`config.mk`:
```
export PLATFORM = sky130hd
export DESIGN_NAME = timer_mmss_receiver
export DESIGN_NICKNAME = d
export VERILOG_FILES = /design/src/rtl/microwave_pkg.sv /design/src/rtl/bcd_digit_down.sv /design/src/rtl/timer_mmss_receiver.sv
export SDC_FILE = /design/constraint.sdc
export NUM_CORES = 1
export LEC_CHECK = 0
export ABC_AREA = 1
export BUFFER_PORTS_ARGS = -buffer_cell sky130_fd_sc_hd__buf_2
export CORE_MARGIN = 2
export CORE_UTILIZATION = 49
export CTS_CLUSTER_SIZE = 24
export DETAILED_ROUTE_END_ITERATION = 6
export PLACE_DENSITY = 0.8
export SLEW_MARGIN = 10
export SYNTH_ARGS = -nofsm -noshare
export SYNTH_HDL_FRONTEND = slang
export SYNTH_SLANG_ARGS = --single-unit
```
`constraint.sdc`:
```
create_clock -name clock -period 1.4 [get_ports clock]
set_input_delay 0.21 -clock clock [delete_from_list [all_inputs] [get_ports clock]]
set_output_delay 0.21 -clock clock [all_outputs]
set_load 0.05 [all_outputs]
```
`src/rtl/microwave_pkg.sv`:
```
// Shared definitions for the microwave timer datapath.
//   state_e              : control FSM state encoding (ST_IDLE, ST_RUN, ST_PAUSE)
//   BCD_MAX              : largest legal BCD digit
//   SEC_TENS_MAX_DEFAULT : seconds-tens value restored on a borrow from minutes
//   is_bcd()             : true when a keyed digit is a legal BCD value
package microwave_pkg;

  typedef enum logic [1:0] {
    ST_IDLE  = 2'd0,
    ST_RUN   = 2'd1,
    ST_PAUSE = 2'd2
  } state_e;

  localparam logic [3:0] BCD_MAX = 4'd9;
  localparam int unsigned SEC_TENS_MAX_DEFAULT = 5;

  function automatic logic is_bcd(logic [3:0] v);
    return v <= BCD_MAX;
  endfunction

endpackage

```
`src/rtl/bcd_digit_down.sv`:
```
// One BCD digit of a down-counter chain.
//   clock, reset   : rising-edge clock, synchronous active-high reset
//   clear          : synchronous clear to 0 (overrides load/decrement)
//   load           : capture load_value
//   load_value     : value to capture
//   dec            : decrement enable for the whole chain
//   borrow_in      : this digit steps only when all lower digits are 0
//   value          : registered digit value
//   borrow_out     : borrow_in and this digit is 0 (next digit must step)
module bcd_digit_down #(
  parameter logic [3:0] WRAP_VALUE = 4'd9
) (
  input  logic       clock,
  input  logic       reset,
  input  logic       clear,
  input  logic       load,
  input  logic [3:0] load_value,
  input  logic       dec,
  input  logic       borrow_in,
  output logic [3:0] value,
  output logic       borrow_out
);

  logic [3:0] value_q;

  always_ff @(posedge clock) begin
    if (reset || clear) begin
      value_q <= 4'd0;
    end else if (load) begin
      value_q <= load_value;
    end else if (dec && borrow_in) begin
      value_q <= (value_q == 4'd0) ? WRAP_VALUE : value_q - 4'd1;
    end
  end

  assign value      = value_q;
  assign borrow_out = borrow_in && (value_q == 4'd0);

endmodule

```
`src/rtl/timer_mmss_receiver.sv`:
```
// MM:SS countdown register fed by the keypad encoder link.
//   clock, reset        : rising-edge clock, synchronous active-high reset
//   d, loadn            : BCD digit and active-low load strobe (shift-in on falling edge)
//   pgt_1hz             : 1 Hz square wave, one countdown tick per rising edge
//   startn/stopn/clearn : active-low level requests
//   door_closed         : counting allowed only while 1
//   sec_ones..min_tens  : BCD digit outputs
//   running             : 1 while in ST_RUN
//   done                : one-cycle pulse when a running countdown reaches 00:00
module timer_mmss_receiver
  import microwave_pkg::*;
#(
  parameter int unsigned SEC_TENS_MAX = SEC_TENS_MAX_DEFAULT,
  // Fixed MM:SS layout; only 4 is supported.
  parameter int unsigned DIGITS = 4
) (
  input  logic       clock,
  input  logic       reset,
  input  logic [3:0] d,
  input  logic       loadn,
  input  logic       pgt_1hz,
  input  logic       startn,
  input  logic       stopn,
  input  logic       clearn,
  input  logic       door_closed,
  output logic [3:0] sec_ones,
  output logic [3:0] sec_tens,
  output logic [3:0] min_ones,
  output logic [3:0] min_tens,
  output logic       running,
  output logic       done
);

  // Input capture and edge detection. The second stage of each pair is the
  // previous sample, so an event lands one clock after the input moves and
  // acts on the digits one clock later.
  logic loadn_q, loadn_prev_q;
  logic pgt_q, pgt_prev_q;

  always_ff @(posedge clock) begin
    if (reset) begin
      loadn_q      <= 1'b1;
      loadn_prev_q <= 1'b1;
      pgt_q        <= 1'b0;
      pgt_prev_q   <= 1'b0;
    end else begin
      loadn_q      <= loadn;
      loadn_prev_q <= loadn_q;
      pgt_q        <= pgt_1hz;
      pgt_prev_q   <= pgt_q;
    end
  end

  logic load_ev, tick;
  assign load_ev = loadn_prev_q && !loadn_q;
  assign tick    = pgt_q && !pgt_prev_q;

  state_e state_q;
  logic   done_q;

  logic so_borrow, st_borrow, mo_borrow, mt_borrow;
  logic [4*DIGITS-1:0] digits_all;
  logic count_zero, count_one;
  logic stop_req, start_ok, key_ok;
  logic clear_digits, shift_en, dec_en;

  assign digits_all = {min_tens, min_ones, sec_tens, sec_ones};
  // With the chain's borrow fed by a constant 1, the top borrow-out is high
  // exactly when every digit is 0.
  assign count_zero = mt_borrow;
  // A decrement from 00:01 is the only one that lands on 00:00.
  assign count_one  = (digits_all == {{(4*DIGITS-4){1'b0}}, 4'd1});
  assign stop_req   = !stopn || !door_closed;
  assign start_ok   = !startn && door_closed;
  assign key_ok     = load_ev && is_bcd(d);

  // Datapath controls; priority clear > stop > tick > start > load.
  always_comb begin
    clear_digits = !clearn;
    shift_en     = 1'b0;
    dec_en       = 1'b0;
    unique case (state_q)
      ST_IDLE:  shift_en = clearn && !(start_ok && !count_zero) && key_ok;
      ST_RUN:   dec_en   = clearn && !stop_req && tick;
      ST_PAUSE: shift_en = clearn && !start_ok && key_ok;
      default: ;
    endcase
  end

  always_ff @(posedge clock) begin
    if (reset) begin
      state_q <= ST_IDLE;
      done_q  <= 1'b0;
    end else begin
      done_q <= 1'b0;
      if (!clearn) begin
        state_q <= ST_IDLE;
      end else begin
        unique case (state_q)
          ST_IDLE: begin
            if (start_ok && !count_zero) state_q <= ST_RUN;
          end
          ST_RUN: begin
            if (stop_req) begin
              state_q <= ST_PAUSE;
            end else if (tick && count_one) begin
              state_q <= ST_IDLE;
              done_q  <= 1'b1;
            end
          end
          ST_PAUSE: begin
            if (start_ok) begin
              state_q <= ST_RUN;
            end else if (shift_en) begin
              // Editing a paused time abandons the paused run.
              state_q <= ST_IDLE;
            end
          end
          default: state_q <= ST_IDLE;
        endcase
      end
    end
  end

  assign running = (state_q == ST_RUN);
  assign done    = done_q;

  bcd_digit_down #(.WRAP_VALUE(BCD_MAX)) u_sec_ones (
    .clock      (clock),
    .reset      (reset),
    .clear      (clear_digits),
    .load       (shift_en),
    .load_value (d),
    .dec        (dec_en),
    .borrow_in  (1'b1),
    .value      (sec_ones),
    .borrow_out (so_borrow)
  );

  bcd_digit_down #(.WRAP_VALUE(4'(SEC_TENS_MAX))) u_sec_tens (
    .clock      (clock),
    .reset      (reset),
    .clear      (clear_digits),
    .load       (shift_en),
    .load_value (sec_ones),
    .dec        (dec_en),
    .borrow_in  (so_borrow),
    .value      (sec_tens),
    .borrow_out (st_borrow)
  );

  bcd_digit_down #(.WRAP_VALUE(BCD_MAX)) u_min_ones (
    .clock      (clock),
    .reset      (reset),
    .clear      (clear_digits),
    .load       (shift_en),
    .load_value (sec_tens),
    .dec        (dec_en),
    .borrow_in  (st_borrow),
    .value      (min_ones),
    .borrow_out (mo_borrow)
  );

  // Never wraps in practice: reaching 00:00 stops the count first.
  bcd_digit_down #(.WRAP_VALUE(BCD_MAX)) u_min_tens (
    .clock      (clock),
    .reset      (reset),
    .clear      (clear_digits),
    .load       (shift_en),
    .load_value (min_ones),
    .dec        (dec_en),
    .borrow_in  (mo_borrow),
    .value      (min_tens),
    .borrow_out (mt_borrow)
  );

endmodule

```
==> qor.txt <==
Most frequent cells in the layout = buf_4 (38), nand2_1 (28), buf_2 (28)
Leading area contributor after synthesis = dfxtp_1
CTS tree = done
Initial Util = 0.5259
Synth area leaders = dfxtp_1 (31%), nand2_1 (11%), nand3_1 (8.1%)
Seq/Total Area, Yosys = 0.3095
Clk root buf = clkbuf_4
# IOs = 30
Worst-path cell chain = nor2_1 -> nand2_2 -> nor2_4 -> nand2_4 -> nand2_8 -> nand2_8 -> inv_8 -> nand2_1 -> nand2_1 -> inv_2 -> nor2_2
DR top layer = met4
Avg Vias per Cell = 5.686
First-pass GRT wire length = 6665 µm
DR DRC count = 0
P&R area growth vs syn = 59.71%
Die W = 59.10 µm
Crit path DAT = 1.80 ns
Leakage = 1.120 nW
Nets = 313
Post-CTS Hold Buffers = 0
Metal3 WL = 470 µm
Clk_skew = 0.01394 ns
Overall Global Routing Usage = 0.2506
CP required = 1.68 ns
CP startpoint kind = register
Largest net degree at the start of global routing = 14
Final WL = 5231 µm
Synth Instances = 219
Reg area = 515.5 µm²
Footprint of the multi-input gates = 1110 µm²
# clock sinks = 23
Vias post-DR = 1882
Post-Syn Area = 1488 µm²
Post-DRT Antenna Nets = 0
DP Wirelength = 2699 µm
Crit path kind = reg2reg
Hold depth = 2
Syn Area/Cell = 6.793 µm²
Measured slew at the worst slew-check pin = 0.3014 ns
Max-cap violations = 0
Worst hold path type = in2reg
WL/cell = 15.80 µm
CTS buffer count = 3
Failing checks = setup timing
Die H = 59.10 µm
Power per cell area = 578.1 nW/µm²
RSZ-0062 raised after global routing = true
Share of cells above drive strength 1 = 0.5933
Antenna violations before repair = 0
TritonRoute pass-1 iters = 5
Final Worst Setup Slack = -0.1174 ns
Met2 WL = 2568 µm
Deepest level of the CTS H-tree = 1
# fillers = 164
Status = complete, but fails checks
Ys Warns = 0
Vias in the first global route = 1591
Final hold violations = 0
Period utilization = 1.084
Max incr delay on CP = 0.36 ns
Min cycle time layout = 1.517 ns
Hold WS = 0.05119 ns
Die area = 3493 µm²
Max Clk Rate = 659.0 MHz
Type of destination of the critical path = register
Bufs on Longest Clock Path = 2
#FFs+latches synth = 23
Commonest non-fill, non-tap cell in the layout = buf_4
Cell Count, Final, Fillers Out = 331
Clock-pin transition on the worst setup and hold timing paths = 0.15 ns
Ant diodes = 0
Crit Path Max Fanout = 6
R2R depth = 11
M1 WL = 1966 µm
Core Area = 2829 µm²
Library cells used by synthesis = 27
Inst Count DP = 311
PortBufs = 29
Area fraction of the dominant cell type after synthesis = 0.3095
Row cnt = 19
Slew Viols, Final = 0
Max IR drop VDD = 0.0004664 V
Final setup fails = 17
Max_slew headroom = 0.7978
Syn nets = 231
Clk Latency, worst-skew pair = 0.33 ns
DRT iter0 DRCs = 226
Slowest cell on the critical path = dfxtp_2
Gpl congestion = 0.8805
GR Overflow Total = 0
-- repair_timing --
action                                  CTS  global route
gates cloned                              2             1
endpoints found under the setup margin   15            19
hold endpoints to repair                  0             0
gates resized for setup                  11            64
setup buffers                             8             5
pin swaps                                 7            25
-- final timing paths --
path              slack, ns                start                   to
hold / removal         0.05                loadn              loadn_q
hold reg to reg        0.44                pgt_q           pgt_prev_q
setup / recovery      -0.12  u_min_tens.value[3]  u_min_tens.value[2]
setup reg to reg      -0.12  u_min_tens.value[3]  u_min_tens.value[2]
-- report_power, final --
part / switching [mW] / internal [mW]
logic: 0.223 / 0.155
registers: 0.0113 / 0.647
clock network: 0.230 / 0.107
-- area by class of cell --
class / instances / share of cell area
multi-input cells: 163 / 0.4671
repair buffers: 76 / 0.2301
flip-flops and latches: 23 / 0.2170
inverters: 34 / 0.05793
well taps: 31 / 0.01632
clock buffers: 3 / 0.009479
clock inverters: 1 / 0.002106
-- worst max-delay path: cells and delay by family, from the launching register on --
kind | cells | cell delay (ns)
and+or+nand+nor | 9 | 0.94
DFF | 1 | 0.36
buffers and inverters | 2 | 0.13
-- registers in the layout, indices dropped and copies added (netlist names) --
name	count
u_sec_ones.value	4
done	1
u_sec_tens.value	4
u_min_ones.value	4
loadn_q	1
loadn_prev_q	1
state_q	2
pgt_prev_q	1
pgt_q	1
u_min_tens.value	4
-- cell usage after synthesis --
cell and number:
nand2_4 3, dfxtp_1 23, nand3b_2 2, nor2_1 22
a21o_1 1, xor2_1 2, clkinv_1 4, a21oi_1 17
nand2_1 45, inv_2 6, inv_1 24, nor4_1 1
nand3_1 24, nor2_2 4, buf_6 2, nand4_1 1
or2_2 2, o21ai_1 5, nor2_4 9, nor3_1 2
o211ai_1 1, o21ai_0 13, nand3b_1 1, nor2_8 1
nand2_2 1, and2_1 1, nand2_8 2
-- metrics by stage --
| step | worst slack (ns) | setup TNS, ns | total power [mW] | util | area (µm²) |
|---|---|---|---|---|---|
| finish | -0.1174 | -1.402 | 1.374 | 0.8399 | 2376 |
| global route | -0.1844 | -2.338 | 1.423 | 0.8399 | 2376 |
| floorplan | -0.009253 | -0.02941 | 0.8476 | - | 1548 |
| CTS | 0.0003708 | 0 | 1.294 | 0.7475 | 2115 |
| global placement | -0.02544 | -0.1164 | 0.9339 | 0.6944 | 1964 |
| detailed placement | -0.04343 | -0.2429 | 0.9392 | 0.6944 | 1964 |
-- cell families after synthesis --
family,Yosys count,share of synthesized area
compound gates,37,0.1278
xor+xnor,2,0.01178
buf+inv,36,0.1009
flops,23,0.3095
simple gates,121,0.4500
-- routing by layer --
layer  GRT usage  vias to the layer above
met4      0.1169                        0
li1            -                      877
met5           0                        -
met2      0.4175                      131
met3     0.03275                       35
met1      0.3199                      839
No activity file was read; power rests on OpenSTA's default activity.
